**config.mk**
```make
export PLATFORM = sky130hd
export DESIGN_NAME = shift_sweep_ctrl
export DESIGN_NICKNAME = d
export VERILOG_FILES = /design/src/rtl/shift_sweep_ctrl.sv
export SDC_FILE = /design/constraint.sdc
export NUM_CORES = 1
export LEC_CHECK = 0
export CORE_MARGIN = 3
export CORE_UTILIZATION = 52
export CTS_CLUSTER_DIAMETER = 150
export DETAILED_ROUTE_END_ITERATION = 7
export GPL_TIMING_DRIVEN = 0
export HOLD_SLACK_MARGIN = 0.02
export PLACE_DENSITY_LB_ADDON = 0.08
export SETUP_SLACK_MARGIN = 0.2
export SYNTH_ARGS = -nofsm -noshare
export SYNTH_HDL_FRONTEND = slang
export SYNTH_SLANG_ARGS = --single-unit
```
**constraint.sdc**
```tcl
create_clock -name clk -period 2.4 [get_ports clk]
set_clock_uncertainty 0.1 [all_clocks]
set_input_delay 0.48 -clock clk [delete_from_list [all_inputs] [get_ports clk]]
set_output_delay 0.48 -clock clk [all_outputs]
set_load 0.02 [all_outputs]
```
**src/rtl/shift_sweep_ctrl.sv**
```systemverilog
// Sequencer for the one-hot LED shift display: steps a one-hot pattern through a
// programmed number of bounce or wrap sweeps, holding each position dwell+1 cycles.
module shift_sweep_ctrl #(
  parameter int WIDTH   = 8,
  parameter int DWELL_W = 4,
  parameter int SWEEP_W = 4
) (
  input  logic               clk,
  input  logic               reset,
  input  logic               start,
  input  logic               stop,
  input  logic [DWELL_W-1:0] dwell,
  input  logic [SWEEP_W-1:0] sweeps,
  input  logic               mode,
  output logic [WIDTH-1:0]   count,
  output logic               dir,
  output logic               busy,
  output logic               done
);

  typedef enum logic [1:0] {S_IDLE, S_RUN, S_DONE} state_t;

  localparam logic [WIDTH-1:0] ONE = WIDTH'(1);
  localparam logic [WIDTH-1:0] TWO = WIDTH'(2);

  state_t               state;
  logic [DWELL_W-1:0]   dwell_l;
  logic [DWELL_W-1:0]   dwell_cnt;
  logic [SWEEP_W-1:0]   sweeps_l;
  logic [SWEEP_W-1:0]   sweep_cnt;
  logic [SWEEP_W-1:0]   sweep_nxt;
  logic                 mode_l;
  logic [WIDTH-1:0]     step_count;
  logic                 step_dir;
  logic                 sweep_end;

  assign busy      = (state == S_RUN);
  assign done      = (state == S_DONE);
  assign sweep_nxt = sweep_cnt + SWEEP_W'(1);

  always_comb begin
    step_count = count;
    step_dir   = dir;
    sweep_end  = 1'b0;
    if (mode_l) begin
      step_dir   = 1'b1;
      step_count = {count[WIDTH-2:0], count[WIDTH-1]};
      sweep_end  = count[WIDTH-1];
    end else if (dir) begin
      if (count[WIDTH-1]) begin
        // With WIDTH=2 the MSB is also position 2, so the reversal completes the sweep.
        if (count == TWO) begin
          step_count = ONE;
          sweep_end  = 1'b1;
        end else begin
          step_dir   = 1'b0;
          step_count = count >> 1;
        end
      end else begin
        step_count = count << 1;
      end
    end else begin
      if (count == TWO) begin
        step_count = ONE;
        step_dir   = 1'b1;
        sweep_end  = 1'b1;
      end else begin
        step_count = count >> 1;
      end
    end
  end

  always_ff @(posedge clk or posedge reset) begin
    if (reset) begin
      state     <= S_IDLE;
      count     <= ONE;
      dir       <= 1'b1;
      dwell_l   <= '0;
      dwell_cnt <= '0;
      sweeps_l  <= '0;
      sweep_cnt <= '0;
      mode_l    <= 1'b0;
    end else begin
      case (state)
        S_IDLE: begin
          count <= ONE;
          dir   <= 1'b1;
          if (start && !stop) begin
            dwell_l   <= dwell;
            sweeps_l  <= sweeps;
            mode_l    <= mode;
            dwell_cnt <= '0;
            sweep_cnt <= '0;
            state     <= S_RUN;
          end
        end
        S_RUN: begin
          if (stop) begin
            state <= S_IDLE;
            count <= ONE;
            dir   <= 1'b1;
          end else if (dwell_cnt != dwell_l) begin
            dwell_cnt <= dwell_cnt + DWELL_W'(1);
          end else begin
            dwell_cnt <= '0;
            count     <= step_count;
            dir       <= step_dir;
            if (sweep_end) begin
              sweep_cnt <= sweep_nxt;
              if (sweeps_l != '0 && sweep_nxt == sweeps_l) state <= S_DONE;
            end
          end
        end
        S_DONE: begin
          count <= ONE;
          dir   <= 1'b1;
          state <= S_IDLE;
        end
        default: begin
          state <= S_IDLE;
          count <= ONE;
          dir   <= 1'b1;
        end
      endcase
    end
  end

endmodule
```
# --- After elaboration in Yosys (flattened, before gate mapping) ---
# Index checks and enable logic that the tools add are counted.
op_classes:
  eq_ne: 12
  muxes: 32
  n_reduce_logical: 10
  addsub: 2
ops:
  columns: ["cell", "n"]
  rows:
  - ["8-bit two-way mux", 6]
  - ["4-bit two-way mux", 6]
  - ["4-bit one-hot mux with 2 select lines", 2]
  - ["7-bit two-way mux", 2]
  - ["1-bit two-way mux", 10]
  - ["2-bit two-way mux", 5]
  - ["4-bit by 1-bit adder with 4-bit output (second input constant)", 2]
  - ["8-bit by 2-bit == test with 1-bit output (second input constant)", 1]
  - ["2-bit inequality test (second input constant)", 3]
  - ["3-bit by 2-bit inequality test with 1-bit output (second input constant)", 2]
  - ["5-bit AND reduction", 1]
  - ["4-bit == test", 1]
  - ["4-bit inequality test", 1]
  - ["2-bit one-hot mux with 2 select lines", 1]
  - ["4-bit AND reduction", 1]
  - ["4-bit nonzero test", 1]
  - ["3-bit inequality test (second input constant)", 1]
  - ["3-bit AND reduction", 1]
  - ["2-bit by 1-bit == test with 1-bit output (second input constant)", 1]
  - ["2-bit == test (second input constant)", 1]
  - ["1-bit logical AND", 2]
  - ["2-bit logical NOT", 1]
  - ["2-bit by 1-bit inequality test with 1-bit output (second input constant)", 1]
  - ["2-bit AND reduction", 1]
  - ["2 further kinds", 2]
totals:
  out_inout_bits: 11
  ff_bits: 28

# --- Depth between registers and ports, before layout ---
# Gate-level depths: netlist of run 1.
depth:
  word_depth: 9
  ltp_mapped: 6
  mapped_depth_nobuf: 6

# --- Worst setup path after synthesis of run 1 ---
# Ideal clock, no wire load.
synth_timing:
  kind: "register -> register"
  startpoint: "register count[2]"
  endpoint: "register sweep_cnt[0]"
  setup_slack_ns: 0.581
  period_less_slack_ns: 1.819
  setup_ns: 0.125
  path_buffers: 0
  path_stages_with_launch: 6
  required_ns: 2.175
  t_arrival_ns: 1.595
  path_cell_list: "dfrtp_1 -> nor4b_1 -> nand3_1 -> a21boi_2 -> o22ai_1 -> mux2_2"
synth_between:
  elab_chain_cells: 7
synth_rtl:
  columns: ["element", "line", "source"]
  rows:
  - ["start, declared", "15", "output logic [WIDTH-1:0] count,"]
  - ["start signal, assigned", "106", "count <= step_count;"]
  - ["8-bit by 2-bit == test with 1-bit output *", "52, 63", null]
  - ["1-bit two-way mux *", "52, 63", null]
  - ["1-bit two-way mux", "50", "if (count[WIDTH-1]) begin"]
  - ["1-bit two-way mux *", "49", "end else if (dir) begin"]
  - ["1-bit two-way mux *", "45", "if (mode_l) begin"]
  - ["2-bit by 1-bit inequality test with 1-bit output (no line) *", null, null]
  - ["5-bit AND reduction (no line) *", null, null]
  - ["end signal, assigned", "109", "sweep_cnt <= sweep_nxt;"]
  - ["end, declared", "30", "logic [SWEEP_W-1:0] sweep_cnt;"]
# Mark *: on every way between the ends. The rest lies on a longest branch, timed or not.
# A chain may end at the register's enable or synchronous reset.

# --- Worst setup path after layout of run 1 ---
layout_timing:
  startpoint: "register dir"
  endpoint: "output dir"
layout_lines:
  columns: ["element", "line", "source"]
  rows:
  - ["start, declared", "16", "output logic dir,"]
  - ["start signal, assigned", "107", "dir <= step_dir;"]
# No word-level cell between the ends.

==> results of run 1 <==
==> final cells by class <==
class / instances / share of cell area
Buffer: 5 / 0.0127
Clock buffer: 3 / 0.0127
Clock inverter: 1 / 0.0170
Inverter: 4 / 0.00849
Multi-Input combinational cell: 95 / 0.401
Sequential cell: 28 / 0.397
Tap cell: 30 / 0.0212
Timing Repair Buffer: 23 / 0.129
==> worst reg2reg max path, cell delays in order (launching register included) <==
cell      delay [ns]
dfrtp_1         0.45
nor4b_1         0.41
nand3_1         0.16
a21boi_2        0.26
o22ai_1         0.19
mux2_2          0.31
==> flip-flops by register name, indices dropped and copies added (netlist names) <==
signal     flops
sweep_cnt      4
sweeps_l       4
dwell_cnt      4
state          2
dir            1
count          8
dwell_l        4
mode_l         1
==> kinds of logic after synthesis <==
kind of cell	after synthesis	share of synthesized area
and+or+nand+nor	43	0.171
muxes	17	0.127
AOI/OAI and AO/OA	24	0.120
buffers and inverters	9	0.0259
xor gates and xnor gates	9	0.0544
adders and majority gates	2	0.0173
DFF	28	0.485
==> worst min-delay path by stage <==
| stage | cells after the start | to | slack, ns |
|---|---|---|---|
| CTS | 1 | sweep_cnt[3] | 0.44 |
| global placement | 1 | sweep_cnt[3] | 0.40 |
| global route | 1 | sweep_cnt[3] | 0.47 |
| floorplan | 1 | sweep_cnt[3] | 0.38 |
| finish | 1 | sweep_cnt[3] | 0.43 |
| detailed placement | 1 | sweep_cnt[3] | 0.40 |
==> cell usage after synthesis (2+ instances only) <==
| library cell | count |
|---|---|
| nor3_1 | 3 |
| nand2_1 | 9 |
| nor2b_1 | 3 |
| buf_2 | 3 |
| a22o_1 | 2 |
| inv_1 | 4 |
| o31ai_1 | 4 |
| xor2_1 | 7 |
| xnor2_1 | 2 |
| o21ai_0 | 4 |
| nand3_1 | 5 |
| nor2_1 | 11 |
| dfstp_2 | 2 |
| ha_1 | 2 |
| dfrtp_1 | 26 |
| a21oi_1 | 3 |
| clkbuf_1 | 2 |
| mux2_2 | 11 |
| o2bb2ai_1 | 2 |
| and2_1 | 2 |
| nand2b_1 | 2 |
| mux2i_1 | 6 |
==> metal layers <==
layer / part of all wire / global-route usage / routed length, microns
met5: 0 / 0 / 0
met3: 0.038 / 0.0219 / 107
met2: 0.50 / 0.300 / 1410
met4: 0.0043 / 0.0550 / 12
met1: 0.46 / 0.246 / 1280
==> metrics by stage <==
step | std cells | hold slack, ns | power (mW)
2_1_floorplan | 132 | 0.375 | 0.750
3_3_place_gp | 185 | 0.395 | 0.811
3_5_place_dp | 185 | 0.400 | 0.825
4_1_cts | 189 | 0.438 | 1.13
5_1_grt | 189 | 0.466 | 1.18
6_report | 189 | 0.432 | 1.12
==> where the power goes <==
part           leakage (nW)  switching (mW)  internal [mW]  total, mW
registers             0.360          0.0485          0.523      0.572
clock network        0.0279           0.142          0.169      0.310
logic                 0.359           0.122          0.118      0.241
==> what timing repair did <==
action	4_1_cts	5_1_grt
hold endpoints to repair	0	0
endpoints found under the setup margin	1	0
resized for setup	1	0
==> flow_metrics.tcl, run 1 <==
set metrics [dict create \
    antenna_found_initial 0 \
    rsz0062_at_grt "no" \
    finalCritPeriodShare 0.887 \
    regArea_sq_um 703 \
    multi_input_area_sq_um 709 \
    die_area_sq_mm 0.00346 \
    viasPerCell 5.67 \
    crit_cells 1 \
    ys.warnings.count 0 \
    layout_common_cells "dfrtp_1, clkdlybuf4s50_1, mux2_2, nor2_1, nand2_1" \
    vdd_drop_max_mv 0.457 \
    drt-pass1-iter-count 4 \
    min_period_ns 2.13 \
    overflow 0 \
    worstMarginPinSlew_ns 1.05 \
    yosys_most_used_dff "dfrtp_1" \
    synth_top_area_cell "dfrtp_1" \
    start_util 0.565 \
    maxSlewViolCount 0 \
    ant_nets 0 \
    drt_iter0_markers 37 \
    wire_per_inst_microns 14.9 \
    worst_slack_ns 0.270 \
    r2r-start "count[2]" \
    synth_edf_count 0 \
    setup_viol 0 \
    synthArstFlopShare 1.00 \
    crit_buf_inv 1 \
    max_cap_violations 0 \
    io_buffers 23 \
    clkSinkCount 28 \
    utilization 0.689 \
    yosysTopAreaCellShare 0.449 \
    clock_latency_ns 0.33 \
    core_region_area_sq_mm 0.00257 \
    cts_buffer_depth 2 \
    fin_tns_setup_ns 0 \
    critPathMaxStageDelay_ns 0.62 \
    antenna_cells 0 \
    synth.distinct_cells 39 \
    htree_levels 1 \
    die_y_microns 58.8 \
    post_cts_buffers 0 \
    hold_violations 0 \
    row_count 18 \
    grt_max_degree 29 \
    cp_slowest_cell "dfstp_2" \
    drive_above_1_share 0.164 \
    syn_area_per_cell_sq_um 11.0 \
    hold_class "reg -> reg" \
    status "complete, no violations" \
    dp_hpwl_microns 2140 \
    crit_path_end_kind "output port" \
    path_max_fanout 6 \
    ys_seq_area_frac 0.485 \
    hold_buffers 0 \
    layout.nets 175 \
    cts_tree "yes" \
    grt_pass1_wl_microns 4840 \
    dpl_worst_slack_ns 0.199 \
    reg2reg_slack_ns 0.44 \
    numCtsBuffers 3 \
    syn2layout_area_growth_pct 22.0 \
    syn_nets 147 \
    grt_usage 0.180 \
    yosys-top-cells-area "dfrtp_1, mux2_2, xor2_1" \
    place_area_sq_mm 0.00172 \
    p_leak_nw 0.747 \
    fmax_mhz 470 \
    wirelength_microns 2810 \
    crit_family "flip-flops" \
    path_cells "clkdlybuf4s50_1" \
    worstSetupStartpointType "flip-flop" \
    final_area_sq_mm 0.00177 \
    syn_area_sq_mm 0.00145 \
    grt_pass1_vias 1024 \
    crit_arrival_ns 1.55 \
    ioPinCount 24 \
    path_clk_slew_ns 0.16 \
    hp-start "sweep_cnt[3]" \
    ys_seq_elements 28 \
    drcViolationCount 0 \
    rr_worst_depth 5 \
    synthCells 132 \
    required_ns 1.82 \
    startpoint "dir" \
    power.density_mw_per_mm2 635 \
    via_count 1071 \
    slew_headroom 0.300 \
    crit_end "dir" \
    criticalPathCategory "reg -> out" \
    cts_root_buf "clkbuf_4" \
    die_w_microns 58.8 \
    layout_commonest_cell "dfrtp_1" \
    n_fill_cell 215 \
    gp_congestion 0.821 \
    worstReg2RegEnd "sweep_cnt[0]" \
]
No activity file was read; power rests on OpenSTA's default activity.
==> inputs of run 2 (changes only) <==
--- a/config.mk
+++ b/config.mk
@@ -13,6 +13,7 @@
 export HOLD_SLACK_MARGIN = 0.02
 export PLACE_DENSITY_LB_ADDON = 0.08
 export SETUP_SLACK_MARGIN = 0.2
+export SKIP_LAST_GASP = 1
 export SYNTH_ARGS = -nofsm -noshare
 export SYNTH_HDL_FRONTEND = slang
 export SYNTH_SLANG_ARGS = --single-unit
==> results of run 2 <==
Final layout, timing and power as in run 1 (identical DEF).
==> inputs of run 3 (changes only) <==
--- a/config.mk
+++ b/config.mk
@@ -5,7 +5,7 @@
 export SDC_FILE = /design/constraint.sdc
 export NUM_CORES = 1
 export LEC_CHECK = 0
-export CORE_MARGIN = 3
+export CORE_MARGIN = 1.5
 export CORE_UTILIZATION = 52
 export CTS_CLUSTER_DIAMETER = 150
 export DETAILED_ROUTE_END_ITERATION = 7
==> flow_metrics.tcl, run 3 (synthesis gave the netlist of run 1 again) <==
set metrics [dict create \
    status "complete, no violations" \
    path_cells "clkdlybuf4s50_1" \
    grt_pass1_vias 1085 \
    drt_iter0_markers 25 \
    regMostFlops "count" \
    dp_hpwl_microns 2060 \
    row_count 18 \
    die_area_sq_mm 0.00311 \
    min_period_ns 2.14 \
    hp-start "sweep_cnt[3]" \
    core_region_area_sq_mm 0.00257 \
    slew_headroom 0.288 \
    numCtsBuffers 3 \
    htree_levels 1 \
    ioPinCount 24 \
    p_leak_nw 0.747 \
    reg2reg_slack_ns 0.38 \
    crit_arrival_ns 1.56 \
    antenna_cells 0 \
    finalNonFillerCells 189 \
    maxSlewViolCount 0 \
    viasPerCell 5.77 \
    highest_layer "met4" \
    hold_buffers 0 \
    rsz0062_at_grt "no" \
    cts_root_buf "clkbuf_4" \
    crit_buf_inv 1 \
    hold_violations 0 \
    syn2layout_area_growth_pct 22.0 \
    place_area_sq_mm 0.00172 \
    die_w_microns 55.8 \
    r2r-start "count[2]" \
    drcViolationCount 0 \
    wire_per_inst_microns 14.9 \
    finalCritPeriodShare 0.893 \
    gp_congestion 0.757 \
    crit_path_end_kind "output port" \
    wl_met3_microns 93 \
    start_util 0.565 \
    hold-path-endpoint "sweep_cnt[3]" \
    placed_cells 185 \
    multi_input_area_sq_um 709 \
    cts_buffer_depth 2 \
    layout.nets 175 \
    wl_met2_microns 1410 \
    criticalPathCategory "reg -> out" \
    final_area_sq_mm 0.00177 \
    cp_slowest_cell "dfstp_2" \
    rr_worst_depth 5 \
    worstReg2RegEnd "sweep_cnt[0]" \
    clock_latency_ns 0.33 \
    io_buffers 23 \
    layout_common_cells "dfrtp_1, clkdlybuf4s50_1, mux2_2, nor2_1, nand2_1" \
    worstMarginPinSlew_ns 1.07 \
    grt_max_degree 29 \
    required_ns 1.82 \
    max_cap_violations 0 \
    layout_commonest_cell "dfrtp_1" \
    hold_depth 1 \
    setup_viol 0 \
    crit_cells 1 \
    hold_class "reg -> reg" \
    clkSinkCount 28 \
    drt-pass1-iter-count 4 \
    path_max_fanout 6 \
    worstSetupStartpointType "flip-flop" \
    utilization 0.689 \
    path_clk_slew_ns 0.16 \
    wirelength_microns 2820 \
    grt_usage 0.195 \
    largest_reg_flops 8 \
    overflow 0 \
    critPathMaxStageDelay_ns 0.62 \
    fin_tns_setup_ns 0 \
    vdd_drop_max_mv 0.460 \
    drive_above_1_share 0.164 \
    fmax_mhz 467 \
    grt_pass1_wl_microns 4880 \
    ant_nets 0 \
    power.density_mw_per_mm2 635 \
    n_fill_cell 217 \
    via_count 1090 \
    crit_family "flip-flops" \
    wl_met1_microns 1300 \
    regArea_sq_um 703 \
    cts_tree "yes" \
    antenna_found_initial 0 \
    die_y_microns 55.8 \
]
==> run 3: area by class of cell <==
type	count	area share
buffer	5	0.0127
clock buffer	3	0.0127
timing repair buffer	23	0.129
inverter	4	0.00849
sequential	28	0.397
multi-input combinational	95	0.401
tap	30	0.0212
clock inverter	1	0.0170
==> run 3: metal layers <==
metal,vias to the layer above,GRT usage
met3,4,0.0326
met4,0,0.0476
met5,-,0
met1,539,0.256
li1,527,-
met2,20,0.338
==> run 3: metrics by stage <==
stage / total power [mW] / worst slack [ns] / hold WS, ns
after global routing: 1.18 / 0.228 / 0.454
after floorplan: 0.750 / 0.581 / 0.375
after CTS: 1.13 / 0.259 / 0.441
after global placement: 0.811 / 0.199 / 0.395
final: 1.12 / 0.257 / 0.438
after detailed placement: 0.821 / 0.169 / 0.402
==> run 3: timing repair <==
action,4_1_cts,5_1_grt
hold endpoints to repair,0,0
setup buffers,0,0
resized for setup,1,0
endpoints found under the setup margin,1,0
==> run 3: how the worst max path moves through the flow <==
stage	slack, ns	start	end
3_3_place_gp	0.20	stop	sweeps_l[3]
5_1_grt	0.23	dir	dir
3_5_place_dp	0.17	stop	dwell_l[2]
2_1_floorplan	0.58	count[2]	sweep_cnt[0]
4_1_cts	0.26	dir	dir
6_report	0.26	dir	dir
==> run 3: power breakdown <==
part           switching [mW]  total [mW]  internal [mW]
clock network           0.145       0.314          0.169
logic                   0.121       0.239          0.118
registers              0.0476       0.571          0.523
